**src/rtl/effect_scheduler.sv**
```systemverilog
// Sample-rate divider and per-channel start/done sequencer for the shared effect datapath.
// Build option OVERRUN_CNT_EN adds an 8-bit saturating overrun event counter port.
module effect_scheduler #(
  parameter int CLK_DIV = 2268,
  parameter int DIV_W   = 12,
  parameter int NUM_CH  = 2,
  parameter int CH_W    = 1,
  parameter int TIMEOUT = 64
) (
  input  logic            clk,
  input  logic            rst_n,
  input  logic            enable_i,
  input  logic            clr_i,
  input  logic            done_i,
  output logic            sample_tick_o,
  output logic            start_o,
  output logic [CH_W-1:0] ch_o,
  output logic            busy_o,
  output logic            frame_done_o,
  output logic            overrun_o,
  output logic            timeout_o
`ifdef OVERRUN_CNT_EN
  ,
  output logic [7:0]      overrun_cnt_o
`endif
);

  localparam int WD_W = $clog2(TIMEOUT);

  typedef enum logic [1:0] {IDLE, ISSUE, WAIT} state_t;

  state_t           state, state_nxt;
  logic [DIV_W-1:0] div_cnt;
  logic [CH_W-1:0]  ch;
  logic [WD_W-1:0]  wdog;
  logic             frame_done_q, overrun_q, timeout_q;
  logic             tick, wd_expired, ch_end, last_ch, abort, overrun_set;

  // Tick is decoded from the counter so an async reset silences it at once.
  assign tick        = (div_cnt == DIV_W'(CLK_DIV - 1));
  assign wd_expired  = (wdog == WD_W'(TIMEOUT - 1));
  assign ch_end      = (state == WAIT) && (done_i || wd_expired);
  assign abort       = (state == WAIT) && !done_i && wd_expired;
  assign last_ch     = (ch == CH_W'(NUM_CH - 1));
  assign overrun_set = tick && (state != IDLE);

  always_ff @(posedge clk or negedge rst_n) begin
    if (!rst_n)                 div_cnt <= '0;
    else if (tick || !enable_i) div_cnt <= '0;
    else                        div_cnt <= div_cnt + DIV_W'(1);
  end

  always_ff @(posedge clk or negedge rst_n) begin
    if (!rst_n) state <= IDLE;
    else        state <= state_nxt;
  end

  always_comb begin
    state_nxt = state;
    case (state)
      IDLE:    if (tick) state_nxt = ISSUE;
      ISSUE:   state_nxt = WAIT;
      WAIT:    if (ch_end) state_nxt = last_ch ? IDLE : ISSUE;
      default: state_nxt = IDLE;
    endcase
  end

  always_ff @(posedge clk or negedge rst_n) begin
    if (!rst_n) begin
      ch           <= '0;
      wdog         <= '0;
      frame_done_q <= 1'b0;
      overrun_q    <= 1'b0;
      timeout_q    <= 1'b0;
    end else begin
      if (ch_end) ch <= last_ch ? '0 : ch + CH_W'(1);
      if (state == ISSUE)     wdog <= '0;
      else if (state == WAIT) wdog <= wdog + WD_W'(1);
      frame_done_q <= ch_end && last_ch;
      // Set has priority over a coincident clear.
      overrun_q    <= overrun_set | (overrun_q & ~clr_i);
      timeout_q    <= abort | (timeout_q & ~clr_i);
    end
  end

`ifdef OVERRUN_CNT_EN
  logic [7:0] ovr_cnt;

  always_ff @(posedge clk or negedge rst_n) begin
    if (!rst_n)           ovr_cnt <= 8'd0;
    else if (overrun_set) ovr_cnt <= clr_i ? 8'd1 : ((ovr_cnt == 8'hFF) ? ovr_cnt : ovr_cnt + 8'd1);
    else if (clr_i)       ovr_cnt <= 8'd0;
  end

  assign overrun_cnt_o = ovr_cnt;
`endif

  assign sample_tick_o = tick;
  assign start_o       = (state == ISSUE);
  assign busy_o        = (state != IDLE);
  assign ch_o          = ch;
  assign frame_done_o  = frame_done_q;
  assign overrun_o     = overrun_q;
  assign timeout_o     = timeout_q;

endmodule

```
**config.mk**
```make
export PLATFORM = sky130hd
export DESIGN_NAME = effect_scheduler
export DESIGN_NICKNAME = d
export VERILOG_FILES = /design/src/rtl/effect_scheduler.sv
export SDC_FILE = /design/constraint.sdc
export NUM_CORES = 1
export LEC_CHECK = 0
export BUFFER_PORTS_ARGS = -buffer_cell sky130_fd_sc_hd__buf_2
export CAP_MARGIN = 20
export CORE_MARGIN = 4
export CORE_UTILIZATION = 60
export CTS_CLUSTER_SIZE = 8
export DETAILED_ROUTE_END_ITERATION = 10
export HOLD_SLACK_MARGIN = 0.06
export PLACE_DENSITY_LB_ADDON = 0.05
export SLEW_MARGIN = 20
export SYNTH_ARGS = -nofsm -noshare
export SYNTH_HDL_FRONTEND = slang
export SYNTH_SLANG_ARGS = --single-unit
```
**constraint.sdc**
```tcl
create_clock -name clk -period 4.1 [get_ports clk]
set_clock_uncertainty 0.15 [all_clocks]
set_input_delay 1.025 -clock clk [delete_from_list [all_inputs] [get_ports clk]]
set_output_delay 1.025 -clock clk [all_outputs]
set_load 0.02 [all_outputs]
```
# [Word level (Yosys, flattened, before mapping)]
# Cells that the tools add are included.
[word_totals] regBits=24 output_inout_bits=7
[classes] add_sub_neg=3 n_eq_ne=6 mux=8 bitwise_logic=5 n_reduce_logical=13
[op_table] op="$add 12x1->12 const B" count=1
[op_table] op="$eq 12x12->1 const B" count=1
[op_table] op="$mux 12" count=1
[op_table] op="$mux 6" count=2
[op_table] op="$add 6x1->6 const B" count=1
[op_table] op="$eq 6x6->1 const B" count=1
[op_table] op="$pmux 2 s3" count=1
[op_table] op="$logic_and 1x1->1" count=5
[op_table] op="$mux 2" count=2
[op_table] op="$ne 2x2->1 const B" count=2
[op_table] op="$reduce_bool 2->1" count=2
[op_table] op="$and 1x1->1" count=2
[op_table] op="$eq 2x1->1 const B" count=1
[op_table] op="$eq 2x2->1 const B" count=1
[op_table] op="$logic_not 1->1" count=2
[op_table] op="$logic_not 2->1" count=1
[op_table] op="$logic_or 1x1->1" count=2
[op_table] op="$mux 1" count=2
[op_table] op="$or 1x1->1" count=2
[op_table] op="$reduce_and 2->1" count=1
[op_table] op="$add 1x1->1 const B" count=1
[op_table] op="$not 1->1" count=1

# [Depth between registers and ports, before layout]
# Gate-level depths: netlist of the first run.
[logic_depth] ltp_word=5 ltp_mapped=7

# [Worst setup path before layout of the first run]
# Ideal clock, no wire load.
[synth_timing] path_type="register to output" start="register div_cnt[0]" end="output port sample_tick_o" arrival_ns=1.029 required_ns=2.925 slack_ns=1.896 stages_incl_launch_ff=4 path_buffers=0 path_cell_list="dfrtp_1 ha_1 and4bb_1 and3_4"
[synth_via] elab_chain_cells=1
[synth_rtl] element="start, declared" line="33" source="logic [DIV_W-1:0] div_cnt;"
[synth_rtl] element="start signal, assigned" line="50" source="else div_cnt <= div_cnt + DIV_W'(1);"
[synth_rtl] element="$eq 12x12->1" line="40" source="assign tick = (div_cnt == DIV_W'(CLK_DIV - 1));"
[synth_rtl] element="end, declared" line="15" source="output logic sample_tick_o,"
# Every way passes these cells.

# [Worst setup path in the final report of the first run]
# Ends and elaborated chain as after synthesis.

==> flow_summary.ini, run 1 <==
[logic_synthesis]
synth_mux_area_share_pct = 3.02
synth-xor-area-share_pct = 9.15
synth.distinct_cells = 33
syn_nets = 131
netlist_area_mm2 = 0.00124
synthAdderAreaFrac_pct = 6.03
synth_area_per_cell_um2 = 10.4
synth-compound-area-share_pct = 7.34
synth_top_family_by_area = simple AND/OR/NAND/NOR gates
synthSimpleGateAreaFrac_pct = 22.0
ys.warnings.count = 0
ys_seq_area_share_pct = 48.2
ys_ff_latch = 24
syn_inst = 120

[floorplanning]
fp.dieH_um = 53.6
die_width_um = 53.6
rows = 16
die_area_mm2 = 0.00287
core_area_mm2 = 0.00196
initial_utilization_pct = 63.5
io_pins = 12

[clock_network]
cts_sinks = 24
cts_buffer_depth = 2
cts_hold_buf = 0
ctsResizeCount = 0
clock_latency_ns = 0.33
cts_tree = done
h-tree-depth = 1
numCtsBuffers = 3
cts.clk_slew.worst_paths_ns = 0.14
cts_setup_buffers = 0
ctsRootBufferMaster = clkbuf_4

[timing]
tns_ns = 0
tightest_slew_ns = 0.518
hold_viol_final = 0
max_clock_freq_mhz = 362
rsz0062_at_grt = no
period_needed_ns = 2.76
slew_viol_final = 0
finalSetupViolations = 0
finalWorstSetupSlack_ns = 1.34
relSlewSlack_pct = 65.5
period_share_pct = 67.3

[finish]
layout_commonest_cell = dfrtp_1
nNetsFinal = 143
mostFrequentLayoutCells = dfrtp_1, nor2_1, buf_2, inv_1, nand3_1
fillers = 158
drive_above_1_share_pct = 19.8
insertedDiodeCount = 0
area_growth_pct = 9.85

[worst_setup_path]
crit_buf_inv = 1
startpoint_type = register
cp.required_ns = 2.92
path_delay_family = flip-flops
crit_type = reg2out
cp_max_fo = 5
cpMaxStageDelayCell = dfrtp_1
crit_arrival_ns = 1.58
cpPeakStageDelay_ns = 0.42
path_cells = ha_1 -> and4bb_1 -> and3_4 -> buf_2
critPathCaptureType = primary output
r2r_slack_ns = 2.21

[placed_design]
port_buffers = 11
routabilityCongestion = 0.804
dp_slack_ns = 1.71
hpwl_um = 1600

[global_routing]
grt_antenna_before_repair = 0
grtUsageTotal_pct = 19.1
met1_usage_pct = 25.1
busiest_layer = met2
met2_usage_pct = 30.6
grt_pass1_vias = 903
grt_util_met3_pct = 4.99
grt_max_degree = 25
gr-total-overflow = 0
grt_pass1_wl_um = 3880

[flow_run]
maxCapViolCount = 0

[power]
vdd_ir_drop_max_mv = 0.328
p_leak_nw = 0.651
p_per_area_mw_per_mm2 = 312

[routing]
drcViolationCount = 0
drtIter0Drc = 10
first_pass_iters = 4
vias = 874
ant_nets = 0
via_per_inst = 5.53
wl_per_cell_um = 13.7
wirelength_um = 2160

[min_path]
min_path_type = reg2reg

[status]
status = finished clean
==> area by class of cell <==
cell class                      instances  area, µm²  area share, %
Sequential cell                        24        601           43.9
Clock buffer                            3       22.5           1.65
Clock inverter                          1       30.0           2.20
Multi-Input combinational cell         83        592           43.3
Timing Repair Buffer                   11       55.1           4.03
Tap cell                               27       33.8           2.47
Inverter                                9       33.8           2.47
==> worst register-to-register path, delay by kind of cell (launching register included) <==
| kind | cells | cell delay [ns] |
|---|---|---|
| multiplexers | 1 | 0.31 |
| AND/OR/NAND/NOR | 2 | 0.50 |
| adder cells (fa/ha/maj) | 1 | 0.24 |
| AO/OA/AOI/OAI | 1 | 0.15 |
| flip-flops | 1 | 0.43 |
==> registers in the layout, indices dropped and copies added (netlist names) <==
| signal | count |
|---|---|
| ch_o | 1 |
| overrun_o | 1 |
| div_cnt | 12 |
| frame_done_o | 1 |
| timeout_o | 1 |
| state | 2 |
| wdog | 6 |
==> worst paths after layout <==
check                           cells after the start            end        from
min in group asynchronous                           1     div_cnt[8]       rst_n
max in group asynchronous                           1      timeout_o       rst_n
worst max register to register                      5       state[1]     wdog[0]
worst max-delay path                                4  sample_tick_o  div_cnt[0]
worst min register to register                      1     div_cnt[0]  div_cnt[0]
worst min-delay path                                1     div_cnt[0]  div_cnt[0]
==> stage by stage <==
| step | std cells | hold slack [ns] | total power [mW] | utilization (%) | cell area, µm² |
|---|---|---|---|---|---|
| floorplan | 120 | 0.274 | 0.250 | - | 1240 |
| global placement | 154 | 0.288 | 0.258 | 67.0 | 1320 |
| detailed placement | 154 | 0.309 | 0.259 | 67.0 | 1320 |
| CTS | 158 | 0.326 | 0.429 | 69.7 | 1370 |
| global route | 158 | 0.359 | 0.441 | 69.7 | 1370 |
| finish | 158 | 0.324 | 0.427 | 69.7 | 1370 |
==> cell families after synthesis <==
family | count (synthesis)
buffers and inverters | 13
flip-flops | 24
multiplexers | 3
adder cells (fa/ha/maj) | 6
XOR/XNOR | 13
AND/OR/NAND/NOR | 48
AO/OA/AOI/OAI | 13
==> cells in the mapped netlist (all sizes together) <==
library cell  instances  share of area, %
ha                    6               6.0
inv                   9               2.7
nand3                 8               3.2
a31oi                 1              0.50
o22ai                 5               3.6
and4                  2               1.6
and3                  6               3.6
nor3b                 1              0.60
xnor2                 6               4.2
a22o                  1              0.80
dfrtp                24                48
a21oi                 3               1.2
xor2                  7               4.9
and4bb                1               1.0
clkbuf                2              0.70
or2b                  1              0.70
o21ai                 3               1.2
and2                  1              0.50
nor3                  1               1.3
nand3b                1              0.60
nand4                 4               2.0
mux2                  3               3.0
nor2b                 1              0.50
nor2                 17               5.1
buf                   2              0.80
nand2                 4               1.2
==> where the power goes <==
part | switching [mW] | internal (mW) | total (mW)
registers | 0.00221 | 0.239 | 0.241
clock network | 0.0734 | 0.0990 | 0.172
logic | 0.00894 | 0.00402 | 0.0130
total | 0.0845 | 0.342 | 0.427
==> per-layer routing <==
layer	routed length, µm	share of wire (%)	up-vias
li1	-	-	432
met1	1030	48	414
met2	971	45	23
met3	133	6.2	5
met4	21	0.97	0
met5	0	0	-
No activity file was read; power rests on OpenSTA's default activity.
==> run 2, diff against run 1 <==
--- a/config.mk
+++ b/config.mk
@@ -5,10 +5,11 @@
 export SDC_FILE = /design/constraint.sdc
 export NUM_CORES = 1
 export LEC_CHECK = 0
+export ABC_AREA = 1
 export BUFFER_PORTS_ARGS = -buffer_cell sky130_fd_sc_hd__buf_2
 export CAP_MARGIN = 20
 export CORE_MARGIN = 4
-export CORE_UTILIZATION = 60
+export CORE_UTILIZATION = 52
 export CTS_CLUSTER_SIZE = 8
 export DETAILED_ROUTE_END_ITERATION = 10
 export HOLD_SLACK_MARGIN = 0.06
==> constraint.sdc (replaced) <==
create_clock -name clk -period 2.2 [get_ports clk]
set_clock_uncertainty 0.15 [all_clocks]
set_input_delay 0.55 -clock clk [delete_from_list [all_inputs] [get_ports clk]]
set_output_delay 0.55 -clock clk [all_outputs]
set_load 0.02 [all_outputs]
==> run 2 against run 1 <==
Against the previous run: non-clock buffer count grew 2; die area is 21% higher; register-to-register slack worse by 1.7 ns; critical path type unchanged; clock-buffer cell count is the same; critical path depth grew 1; flip-flop and latch count unchanged; largest cell class is now multi-input combinational cells; cell count rose by 30%; routed wire length rose by 16%.
==> flow_summary.ini, run 2 <==
[placed_design]
hpwl_um = 1960
port_buffers = 11
routabilityCongestion = 0.834

[finish]
area_growth_pct = 11.8
drive_above_1_share_pct = 26.7
nNetsFinal = 188
layout_commonest_cell = nand2_1
largest_reg_flops = 12
reg_top3 = div_cnt (12), wdog (6), state (2)
insertedDiodeCount = 0
mostFrequentLayoutCells = nand2_1, dfrtp_1, inv_1, nor2_2
regMostFlops = div_cnt

[routing]
drtIter0Drc = 30
vias = 1040
wirelength_um = 2500
wl_per_cell_um = 12.1
first_pass_iters = 4
via_per_inst = 5.05
ant_nets = 0
drcViolationCount = 0

[logic_synthesis]
netlist_area_mm2 = 0.00135
syn_nets = 171
ys_ff_latch = 24
synth_edf_count = 0
synth.distinct_cells = 25
synth_top_area_share_pct = 44.4
synth_most_common_cell = nand2_1
netlist_top_cells_count = nand2_1, dfrtp_1, inv_1
synth.area.top_cells = dfrtp_1, nand2_1, inv_1, nor2_2, ha_1
synth_area_per_cell_um2 = 8.46
ys.warnings.count = 0
synth_area_leader_cell = dfrtp_1
ys_async_sr_fraction_pct = 100
synthFlopType = dfrtp_1
syn_inst = 160
ys_seq_area_share_pct = 44.4

[clock_network]
numCtsBuffers = 3
clock_latency_ns = 0.31
h-tree-depth = 1
ctsRootBufferMaster = clkbuf_4
cts.clk_slew.worst_paths_ns = 0.14
cts_sinks = 24
cts_tree = done
cts_buffer_depth = 2

[worst_setup_path]
reg2reg_depth = 7
crit_type = reg2out
cp.required_ns = 1.50
cpPeakStageDelay_ns = 0.40
crit-reg2reg-capture = wdog[5]
r2r-start = state[1]
cpMaxStageDelayCell = dfrtp_1
crit_arrival_ns = 1.37
crit_buf_inv = 2
path_cells = ha_2 -> inv_1 -> nor2_1 -> and3_1 -> buf_2
path_delay_family = flip-flops
r2r_slack_ns = 0.53
startpoint_type = register
critPathCaptureType = primary output
cp_max_fo = 3

[floorplanning]
initial_utilization_pct = 54.6
die_area_mm2 = 0.00348
die_width_um = 59.0
core_area_mm2 = 0.00248
rows = 18
fp.dieH_um = 59.0
io_pins = 12

[status]
status = finished clean

[global_routing]
grtUsageTotal_pct = 16.6
grt_pass1_wl_um = 4380
gr-total-overflow = 0
grt_max_degree = 25
grt_pass1_vias = 1075
grt_antenna_before_repair = 0

[power]
p_per_area_mw_per_mm2 = 532
power_mw = 0.806
p_leak_nw = 0.729
vdd_ir_drop_max_mv = 0.380

[timing]
max_clock_freq_mhz = 483
tns_ns = 0
rsz0062_at_grt = no
period_needed_ns = 2.07
hold_viol_final = 0
relSlewSlack_pct = 64.3
tightest_slew_ns = 0.535
period_share_pct = 94.2
finalSetupViolations = 0
slew_viol_final = 0

[flow_run]
maxCapViolCount = 0

[min_path]
holdPathStages = 2
hold_start = clr_i
hold_end = timeout_o
min_path_type = in2reg
## run 2: kinds of logic (layout without fill, tap and decap cells)
family          count (synthesis)  after routing  share of synthesized area (%)
compound gates                 20             20                           8.32
simple gates                   81             81                           32.5
flops                          24             24                           44.4
buf+inv                        27             43                           7.95
fa+ha+maj                       6              6                           5.55
xor+xnor                        2              2                           1.29
## run 2: routing by layer
layer	global-route usage, %	up-vias	part of all wire, %
li1	-	539	-
met1	20.2	480	44
met2	28.2	15	51
met3	2.18	6	2.5
met4	9.39	0	1.9
met5	0	-	0
## run 2: repair_timing
item | CTS | global route
resized for setup | 0 | 1
buffers inserted | 0 | 1
endpoints found under the setup margin | 0 | 1
hold buffers | 1 | 0
endpoints found under the hold margin | 15 | 0
## run 2: through the flow
stage	std cells	worst slack (ns)	cell area, µm²	util [%]	hold slack (ns)
6_report	206	0.128	1510	61.1	0.282
5_1_grt	206	0.0101	1510	61.1	0.265
4_1_cts	205	0.0491	1500	60.7	0.266
3_5_place_dp	200	0.427	1440	58.2	0.332
3_3_place_gp	200	0.436	1440	58.2	0.322
2_1_floorplan	160	0.517	1350	-	0.104
## run 2: final cells by class
type	count	area, µm²
fill	226	963
multi-input combinational	109	648
sequential	24	601
inverter	26	103
timing repair buffer	13	72.6
tap	30	37.5
clock inverter	1	30.0
clock buffer	3	22.5
## run 2: worst max-delay path by stage
stage	cells after the start	from	to
after floorplan	4	div_cnt[0]	sample_tick_o
after global placement	5	div_cnt[0]	sample_tick_o
after detailed placement	5	div_cnt[0]	sample_tick_o
after CTS	5	div_cnt[0]	sample_tick_o
after global routing	5	div_cnt[1]	sample_tick_o
final	5	div_cnt[1]	sample_tick_o
## run 2: report_power, final
| part | switching, mW | internal [mW] | total [mW] |
|---|---|---|---|
| logic | 0.0243 | 0.0127 | 0.0371 |
| clock network | 0.135 | 0.184 | 0.319 |
| registers | 0.00458 | 0.445 | 0.450 |
